File: config.mk
export PLATFORM = sky130hd
export DESIGN_NAME = mem_port_arbiter_flat
export DESIGN_NICKNAME = d
export VERILOG_FILES = /design/src/rtl/mem_arb_pkg.sv /design/src/rtl/mem_port_arbiter_if.sv /design/src/rtl/rr_picker.sv /design/src/rtl/mem_port_arbiter.sv /design/src/flat_wrapper.sv
export SDC_FILE = /design/constraint.sdc
export NUM_CORES = 1
export LEC_CHECK = 0
export ABC_CLOCK_PERIOD_IN_PS = 2730
export BUFFER_PORTS_ARGS = -buffer_cell sky130_fd_sc_hd__buf_2
export CAP_MARGIN = 20
export CORE_MARGIN = 2
export CORE_UTILIZATION = 30
export CTS_CLUSTER_SIZE = 14
export DETAILED_ROUTE_END_ITERATION = 16
export RECOVER_POWER = 50
export SLEW_MARGIN = 30
export SYNTH_ARGS = -nofsm -noshare
export SYNTH_HDL_FRONTEND = slang
export SYNTH_SLANG_ARGS = --single-unit
File: constraint.sdc
create_clock -name clk -period 2.73 [get_ports clk]
set_input_delay 0.1365 -clock clk [delete_from_list [all_inputs] [get_ports clk]]
set_output_delay 0.1365 -clock clk [all_outputs]
set_load 0.005 [all_outputs]
File: src/rtl/mem_arb_pkg.sv
// Shared types and constants for the memory port arbiter.
package mem_arb_pkg;

    typedef enum logic {
        IDLE = 1'b0,
        BUSY = 1'b1
    } arb_state_t;

    typedef enum logic {
        OP_READ  = 1'b0,
        OP_WRITE = 1'b1
    } mem_op_t;

    localparam int unsigned ARB_RR    = 0;
    localparam int unsigned ARB_FIXED = 1;

    // Channel index width; a single channel still needs one bit.
    function automatic int unsigned idx_width(input int unsigned n);
        return (n > 1) ? $clog2(n) : 1;
    endfunction

endpackage

File: src/rtl/mem_port_arbiter_if.sv
// Requestor-side and memory-side bundle of the memory port arbiter.
interface mem_port_arbiter_if #(
    parameter int unsigned NUM_CH     = 2,
    parameter int unsigned ADDR_WIDTH = 32,
    parameter int unsigned DATA_WIDTH = 32
);
    localparam int unsigned BE_WIDTH = DATA_WIDTH / 8;

    logic [NUM_CH-1:0][ADDR_WIDTH-1:0] ch_address;
    logic [NUM_CH-1:0]                 ch_read;
    logic [NUM_CH-1:0]                 ch_write;
    logic [NUM_CH-1:0][DATA_WIDTH-1:0] ch_wdata;
    logic [NUM_CH-1:0][BE_WIDTH-1:0]   ch_byte_enable;
    logic [DATA_WIDTH-1:0]             ch_rdata;
    logic [NUM_CH-1:0]                 ch_resp;

    logic [ADDR_WIDTH-1:0]             mem_address;
    logic                              mem_read;
    logic                              mem_write;
    logic [DATA_WIDTH-1:0]             mem_wdata;
    logic [BE_WIDTH-1:0]               mem_byte_enable;
    logic [DATA_WIDTH-1:0]             mem_rdata;
    logic                              mem_resp;

    // Arbiter view
    modport slave (
        input  ch_address, ch_read, ch_write, ch_wdata, ch_byte_enable,
        input  mem_rdata, mem_resp,
        output ch_rdata, ch_resp,
        output mem_address, mem_read, mem_write, mem_wdata, mem_byte_enable
    );

    // Requestors plus memory view
    modport master (
        output ch_address, ch_read, ch_write, ch_wdata, ch_byte_enable,
        output mem_rdata, mem_resp,
        input  ch_rdata, ch_resp,
        input  mem_address, mem_read, mem_write, mem_wdata, mem_byte_enable
    );

endinterface

File: src/rtl/rr_picker.sv
// Combinational winner selection: round-robin after last_grant, or lowest index.
module rr_picker
    import mem_arb_pkg::*;
#(
    parameter int unsigned NUM_CH = 2,
    parameter int unsigned IDX_W  = 1
) (
    input  logic [NUM_CH-1:0] req,
    input  logic [IDX_W-1:0]  last_grant,
    input  logic              mode,
    output logic [IDX_W-1:0]  winner_idx,
    output logic              any_req
);

    logic        found;
    int unsigned cand;

    // Wrap uses a compare so non-power-of-two channel counts stay in range.
    always_comb begin
        winner_idx = '0;
        any_req    = |req;
        found      = 1'b0;
        cand       = 0;
        if (mode == 1'(ARB_FIXED)) begin
            for (int unsigned i = 0; i < NUM_CH; i++) begin
                if (!found && req[IDX_W'(i)]) begin
                    winner_idx = IDX_W'(i);
                    found      = 1'b1;
                end
            end
        end else begin
            for (int unsigned k = 1; k <= NUM_CH; k++) begin
                cand = 32'(last_grant) + k;
                if (cand >= NUM_CH) begin
                    cand = cand - NUM_CH;
                end
                if (!found && req[IDX_W'(cand)]) begin
                    winner_idx = IDX_W'(cand);
                    found      = 1'b1;
                end
            end
        end
    end

endmodule

File: src/rtl/mem_port_arbiter.sv
// N-channel arbiter merging requestor ports onto one read/write/resp memory bus.
module mem_port_arbiter
    import mem_arb_pkg::*;
#(
    parameter int unsigned NUM_CH     = 2,
    parameter int unsigned ADDR_WIDTH = 32,
    parameter int unsigned DATA_WIDTH = 32,
    parameter int unsigned ARB_MODE   = ARB_RR
) (
    input  logic                clk,
    input  logic                rst,
    mem_port_arbiter_if.slave   bus
);

    localparam int unsigned IDX_W      = idx_width(NUM_CH);
    localparam int unsigned BE_WIDTH   = DATA_WIDTH / 8;
    localparam logic        MODE_FIXED = (ARB_MODE == ARB_FIXED);

    arb_state_t            state_q, state_d;
    logic [IDX_W-1:0]      grant_q, grant_d;
    logic [IDX_W-1:0]      last_q, last_d;
    logic [ADDR_WIDTH-1:0] addr_q, addr_d;
    logic [DATA_WIDTH-1:0] wdata_q, wdata_d;
    logic [BE_WIDTH-1:0]   be_q, be_d;
    logic                  rd_q, rd_d;
    logic                  wr_q, wr_d;

    logic [NUM_CH-1:0]     req;
    logic [IDX_W-1:0]      winner_idx;
    logic                  any_req;
    mem_op_t               op_c;

    assign req = bus.ch_read | bus.ch_write;

    rr_picker #(
        .NUM_CH (NUM_CH),
        .IDX_W  (IDX_W)
    ) u_picker (
        .req        (req),
        .last_grant (last_q),
        .mode       (MODE_FIXED),
        .winner_idx (winner_idx),
        .any_req    (any_req)
    );

    // Next state: latch the winner in IDLE, hold everything in BUSY until mem_resp.
    always_comb begin
        state_d = state_q;
        grant_d = grant_q;
        last_d  = last_q;
        addr_d  = addr_q;
        wdata_d = wdata_q;
        be_d    = be_q;
        rd_d    = rd_q;
        wr_d    = wr_q;
        op_c    = bus.ch_write[winner_idx] ? OP_WRITE : OP_READ;
        case (state_q)
            IDLE: begin
                rd_d = 1'b0;
                wr_d = 1'b0;
                if (any_req) begin
                    grant_d = winner_idx;
                    last_d  = winner_idx;
                    addr_d  = bus.ch_address[winner_idx];
                    wdata_d = bus.ch_wdata[winner_idx];
                    be_d    = bus.ch_byte_enable[winner_idx];
                    rd_d    = (op_c == OP_READ);
                    wr_d    = (op_c == OP_WRITE);
                    state_d = BUSY;
                end
            end
            BUSY: begin
                if (bus.mem_resp) begin
                    rd_d    = 1'b0;
                    wr_d    = 1'b0;
                    state_d = IDLE;
                end
            end
            default: begin
                rd_d    = 1'b0;
                wr_d    = 1'b0;
                state_d = IDLE;
            end
        endcase
    end

    always_ff @(posedge clk or posedge rst) begin
        if (rst) begin
            state_q <= IDLE;
            grant_q <= '0;
            last_q  <= IDX_W'(NUM_CH - 1);
            addr_q  <= '0;
            wdata_q <= '0;
            be_q    <= '0;
            rd_q    <= 1'b0;
            wr_q    <= 1'b0;
        end else begin
            state_q <= state_d;
            grant_q <= grant_d;
            last_q  <= last_d;
            addr_q  <= addr_d;
            wdata_q <= wdata_d;
            be_q    <= be_d;
            rd_q    <= rd_d;
            wr_q    <= wr_d;
        end
    end

    // Completion is routed back in the mem_resp cycle; IDLE-state resp is dropped.
    always_comb begin
        bus.ch_resp = '0;
        if ((state_q == BUSY) && bus.mem_resp) begin
            bus.ch_resp[grant_q] = 1'b1;
        end
    end

    assign bus.ch_rdata        = bus.mem_rdata;
    assign bus.mem_address     = addr_q;
    assign bus.mem_wdata       = wdata_q;
    assign bus.mem_byte_enable = be_q;
    assign bus.mem_read        = rd_q;
    assign bus.mem_write       = wr_q;

endmodule

File: src/flat_wrapper.sv
// flat-port wrapper written by rule: the top's interface ports become plain ports
module mem_port_arbiter_flat import mem_arb_pkg::*;
#(
    parameter int unsigned NUM_CH     = 2,
    parameter int unsigned ADDR_WIDTH = 32,
    parameter int unsigned DATA_WIDTH = 32,
    parameter int unsigned ARB_MODE   = ARB_RR
)
  (clk, rst, bus_ch_address, bus_ch_read, bus_ch_write, bus_ch_wdata, bus_ch_byte_enable, bus_mem_rdata, bus_mem_resp, bus_ch_rdata, bus_ch_resp, bus_mem_address, bus_mem_read, bus_mem_write, bus_mem_wdata, bus_mem_byte_enable);
  mem_port_arbiter_if #(.NUM_CH(NUM_CH), .ADDR_WIDTH(ADDR_WIDTH), .DATA_WIDTH(DATA_WIDTH)) bus_i ();
  input  logic clk;
  input  logic rst;
  input wire logic [$bits(bus_i.ch_address)-1:0] bus_ch_address;
  input wire logic [$bits(bus_i.ch_read)-1:0] bus_ch_read;
  input wire logic [$bits(bus_i.ch_write)-1:0] bus_ch_write;
  input wire logic [$bits(bus_i.ch_wdata)-1:0] bus_ch_wdata;
  input wire logic [$bits(bus_i.ch_byte_enable)-1:0] bus_ch_byte_enable;
  input wire logic [$bits(bus_i.mem_rdata)-1:0] bus_mem_rdata;
  input wire logic [$bits(bus_i.mem_resp)-1:0] bus_mem_resp;
  output wire logic [$bits(bus_i.ch_rdata)-1:0] bus_ch_rdata;
  output wire logic [$bits(bus_i.ch_resp)-1:0] bus_ch_resp;
  output wire logic [$bits(bus_i.mem_address)-1:0] bus_mem_address;
  output wire logic [$bits(bus_i.mem_read)-1:0] bus_mem_read;
  output wire logic [$bits(bus_i.mem_write)-1:0] bus_mem_write;
  output wire logic [$bits(bus_i.mem_wdata)-1:0] bus_mem_wdata;
  output wire logic [$bits(bus_i.mem_byte_enable)-1:0] bus_mem_byte_enable;
  assign bus_i.ch_address = bus_ch_address;
  assign bus_i.ch_read = bus_ch_read;
  assign bus_i.ch_write = bus_ch_write;
  assign bus_i.ch_wdata = bus_ch_wdata;
  assign bus_i.ch_byte_enable = bus_ch_byte_enable;
  assign bus_i.mem_rdata = bus_mem_rdata;
  assign bus_i.mem_resp = bus_mem_resp;
  assign bus_ch_rdata = bus_i.ch_rdata;
  assign bus_ch_resp = bus_i.ch_resp;
  assign bus_mem_address = bus_i.mem_address;
  assign bus_mem_read = bus_i.mem_read;
  assign bus_mem_write = bus_i.mem_write;
  assign bus_mem_wdata = bus_i.mem_wdata;
  assign bus_mem_byte_enable = bus_i.mem_byte_enable;
  mem_port_arbiter #(.NUM_CH(NUM_CH), .ADDR_WIDTH(ADDR_WIDTH), .DATA_WIDTH(DATA_WIDTH), .ARB_MODE(ARB_MODE)) u_core (.clk(clk), .rst(rst), .bus(bus_i));
endmodule
* Word level (Yosys, flattened, before mapping)
Cells that the tools add are included.
** Word-level totals
- Input port bits :: 175
- Word-level logic and storage cells :: 58
- Flip-flop bits (word level) :: 73
- Output and inout bits :: 104
** Operators by class
- Muxes and demuxes :: 29
- Reductions and logical operators :: 6
- $add $sub $neg :: 4
- Magnitude comparators :: 7
- Bitwise gates (word level) :: 3
- Equality and inequality tests :: 1
** Operators by type and width (count)
- two-way mux 32 bit :: 4
- two-way mux 1 bit :: 18
- < comparator 1 x 2 -> 1 bit (second input constant) :: 4
- two-way mux 4 bit :: 2
- case mux 1 bit (2 select lines) :: 3
- adder 1 x 2 -> 3 bit (second input constant) :: 1
- >= comparator 3 x 2 -> 1 bit (second input constant) :: 1
- logical AND 1 bit :: 3
- adder 1 x 1 -> 2 bit (second input constant) :: 1
- >= comparator 2 bit (second input constant) :: 1
- two-way mux 2 bit :: 1
- != test 2 bit (second input constant) :: 1
- NOT 1 bit :: 2
- OR 2 bit :: 1
- AND reduction 2 bit :: 1
- OR reduction 2 bit :: 1
- subtractor 1 bit (second input constant) :: 2
- demux 1 bit (select 1 bit) :: 1
- >= comparator 1 bit (second input constant) :: 1
- zero test 1 bit :: 1

* Depth between registers and ports, before layout
- Word-level depth :: 15
- Mapped depth :: 6
- Depth with buffers taken out :: 3

* Hierarchy
From an unflattened synthesis, not the netlist that was laid out.
** Unflattened totals
- Cells, all modules :: 276
- Area total of the unflattened synthesis :: 4399.2 um^2
** By module, submodules not included
- mem_port_arbiter :: instances 1, sequential area each 1828.0 um^2, area each 4381.7 um^2, cells an instance 273
- rr_picker :: instances 1, sequential area each 0.0 um^2, area each 17.5 um^2, cells an instance 3

* Worst setup path after synthesis
OpenSTA, ideal clock, no wires.
- Path type :: reg-to-reg
- Start point :: reg u_core.last_q
- End point :: reg u_core.addr_q[0] (netlist: u_core.bus.mem_address[0])
- Path buffers :: 2
- Setup slack :: 1.232 ns
- Data required time :: 2.599 ns
- Setup time :: 0.131 ns
- Clock period less this slack :: 1.498 ns
- Cell stages (with the launch flop) :: 6
- Arrival time :: 1.367 ns
- Cell sequence :: dfstp_2 o21ai_1 buf_2 clkbuf_1 a311oi_1 a2bb2oi_1
** Between the ends
- Cells in the longest elaborated chain, start to end :: 11
- Elaborated cells between the ends (all ways) :: 19
- Classes of those cells :: add/sub: 4; order compare: 2; mux: 11; reduce/logical: 2
** Ends and longest elaborated chain
- from (decl) :: line mem_port_arbiter.sv:21 : logic [IDX_W-1:0] last_q, last_d;
- from (signal assigned) :: line mem_port_arbiter.sv:91 : last_q <= IDX_W'(NUM_CH - 1);
- from (signal assigned) :: line mem_port_arbiter.sv:100 : last_q <= last_d;
- branches (longest 8 deep; another with adder 1 x 2 -> 3 bit)
- two-way mux 1 bit (*) :: line rr_picker.sv:37 : if (!found && req[IDX_W'(cand)]) begin
- two-way mux 32 bit (implied by the code) (*) (2 in series) :: line mem_port_arbiter.sv:64 : addr_d = bus.ch_address[winner_idx];
- to (signal assigned) :: line mem_port_arbiter.sv:101 : addr_q <= addr_d;
- to (decl) :: line mem_port_arbiter.sv:22 : logic [ADDR_WIDTH-1:0] addr_q, addr_d;
Every way passes the cells marked *. The select of a mux whose other input is x is not followed.
A chain may end at the register's enable or synchronous reset.

==> flow_summary.ini <==
[sta]
fin_crit_ns = 1.86
setup_ws_ns = 0.867
setup_viol = 0
skew_ns = 0.00492
finalCritPeriodShare_pct = 68.3
rsz0062_at_grt = no
hold_ws_ns = 0.0569
finalHoldViolations = 0
max_freq_ghz = 0.537
slew_viol_final = 35
relSlewSlack_pct = -10.9
fin_setup_tns_ns = 0
tightest_slew_ns = 1.65

[setup_path]
path_cells = dlygate4sd3_1 > buf_2 > clkinvlp_2 > buf_4
cp.depth = 4
path_class = primary input to asynchronous set/reset pin
cp_data_required_time_ns = 3.19
path_max_fanout = 34
r2r_cells = 3
cp-startpoint = rst
cp-start-kind = primary input
crit_slowest_cell = clkinvlp_2
cpLargestDelayFamily = buffers and inverters
r2r-start = u_core.state_q
r2r-end = u_core.bus.mem_address[3]
timing.critical_path.buf_inv = 4
end_kind = asynchronous set/reset pin
arrival_ns = 2.32
max_stage_delay_ns = 0.94
r2r_slack_ns = 0.93

[floorplanning]
die-area_mm2 = 0.0140
die_w_um = 119
die_h_um = 119
rows = 41
core_area_mm2 = 0.0127
initial_core_util_pct = 30.9
ioPinCount = 279

[detailed_routing]
first_pass_iters = 4
remaining_drc_errors = 0
routedWlPerCell_um = 19.3
via_per_inst = 5.60
via_count = 3982
first_iter_violations = 263
drtAntennaViolNets = 0
drt-total-wl_um = 13800

[cells_and_area]
final_cell_area_mm2 = 0.00521
drive_above_1_share_pct = 41.2
fillers = 1295
seqCellArea_mm2 = 0.00183
nets = 710
syn2layout_area_growth_pct = 32.3
n_antenna_cell = 0
stdcell_count = 711
multi_input_comb_area_mm2 = 0.00170

[global_route]
grt_pass1_wl_um = 22000
grt.total_usage_pct = 19.4
grt_antenna_before_repair = 0
grt_overflow = 0
grt_pass1_vias = 4104
grt_max_degree = 75

[logic_synthesis]
synth-seq-cells = 73
avgSynthCellArea_um2 = 10.3
yosys_warnings = 0
syn-cell-area_mm2 = 0.00394
synth_nets = 557
synth_seq_area_share_pct = 46.5
yosysUniqueCellTypes = 21
synthCells = 382

[clock_tree]
cts_root_buffer = clkbuf_16
cts_tree = built
cts_max_path_buffers = 2
clock_latency_ns = 0.33
cts_resized = 0
clk_pin_slew_worst_paths_ns = 0.06
htree_levels = 3
numCtsBuffers = 9
cts.sinks = 73

[hold_path]
holdPathEnd = u_core.bus.mem_wdata[24]
hold_depth = 3
min_path_type = primary input to flip-flop
hp-start = bus_ch_wdata[24]

[status]
status = complete, but fails checks
violations = capacitance limit, slew limit

[power]
pwr-share-clk_pct = 21.4
ir_drop_v = 0.000460
leakage_nw = 2.24
intPower_mw = 3.74
p_sw_share_pct = 36.1
seq_power_share_pct = 34.1
pwr-share-comb_pct = 44.5
netSwitchingPower_mw = 2.11
power_density_mw_per_mm2 = 1120

[place]
placed_cells = 695
dp_slack_ns = 0.866
placed_area_mm2 = 0.00492
io_buffers = 214
dp_hpwl_um = 9040
gp_congestion = 0.724

[job]
cap_violations = 1
==> metrics by stage <==
| step | util [%] | power [mW] |
|---|---|---|
| finish | 40.9 | 5.85 |
| global route | 40.9 | 6.27 |
| CTS | 41.2 | 5.98 |
| detailed placement | 38.7 | 4.68 |
| global placement | 38.7 | 4.62 |
| floorplan | - | 3.61 |
==> how the worst max path moves through the flow <==
stage                                       endpoint  slack, ns
final                     u_core.bus.mem_address[18]       0.87
after global routing      u_core.bus.mem_address[18]       0.54
after CTS                             bus_ch_resp[1]       0.85
after floorplan            u_core.bus.mem_address[0]       0.74
after detailed placement  u_core.bus.mem_address[17]       0.87
after global placement    u_core.bus.mem_address[17]       0.86
==> cells by family (layout without fill, tap and decap cells) <==
kind of cell | count (synthesis) | after routing | share of synthesized area, %
flops | 73 | 73 | 46.5
simple gates | 13 | 13 | 1.78
compound gates | 212 | 212 | 40.4
buf+inv | 84 | 241 | 11.3
==> synth_stat cells, drive strengths merged <==
library cell,instances,share of area (%)
nor2,4,0.38
nand2,3,0.29
a21boi,1,0.19
o21ai,70,8.9
inv,1,0.095
clkbuf,44,4.2
nor4,1,0.32
or2,3,0.48
o21a,1,0.19
buf,39,7.0
o2bb2ai,3,0.67
a2bb2oi,68,15
a311oi,68,15
dfstp,1,0.67
and3,1,0.16
dfrtp,72,46
a22o,1,0.22
nor2b,1,0.16
==> layer usage <==
layer  GRT usage [%]  share of wire (%)  wire [um]  vias up
li1                -                  -          -     1809
met1            25.3                 43       5910     1950
met2            30.9                 47       6450      193
met3            5.36                7.8       1080       30
met4            6.85                2.3        310        0
met5               0                  0          0        -
==> power by group through the flow <==
stage | Sequential (mW) | Combinational [mW] | Clock, mW
after floorplan | 1.99 | 1.63 | 0
after global placement | 1.99 | 2.64 | 0
after detailed placement | 1.98 | 2.70 | 0
after CTS | 1.99 | 2.69 | 1.30
after global routing | 2.07 | 2.86 | 1.34
final | 2.00 | 2.60 | 1.25
==> final cells by class <==
type	instances	area share (%)
inverter	1	0.0961
clock buffer	10	4.40
clock inverter	5	1.56
sequential	73	35.1
timing repair buffer	225	22.1
tap	172	4.13
multi-input combinational	225	32.6
==> what timing repair did <==
item / in CTS / in global routing
hold endpoints to repair: 31 / 0
hold buffers: 1 / 0
buffers inserted: 0 / 0
==> worst min-delay path: stages <==
cell,delay [ns]
buf_2,0.09
o21ai_0,0.06
a2bb2oi_1,0.06
==> cell usage in the layout (no fill, tap or decap), drive strengths merged, types with 3 or more instances in the layout <==
cell	Yosys	routed
nand2	3	3
o2bb2ai	3	3
or2	3	3
o21ai	70	70
nor2	4	4
buf	39	199
dfrtp	72	72
clkbuf	44	35
a311oi	68	68
a2bb2oi	68	68
==> sequential cells by signal, indices dropped and copies added, names as in the netlist <==
signal                      count
u_core.bus.mem_wdata           32
u_core.bus.mem_write            1
u_core.bus.mem_read             1
u_core.state_q                  1
u_core.last_q                   1
u_core.bus.mem_address         32
u_core.bus.mem_byte_enable      4
u_core.grant_q                  1
No activity file was read; power rests on OpenSTA's default activity.
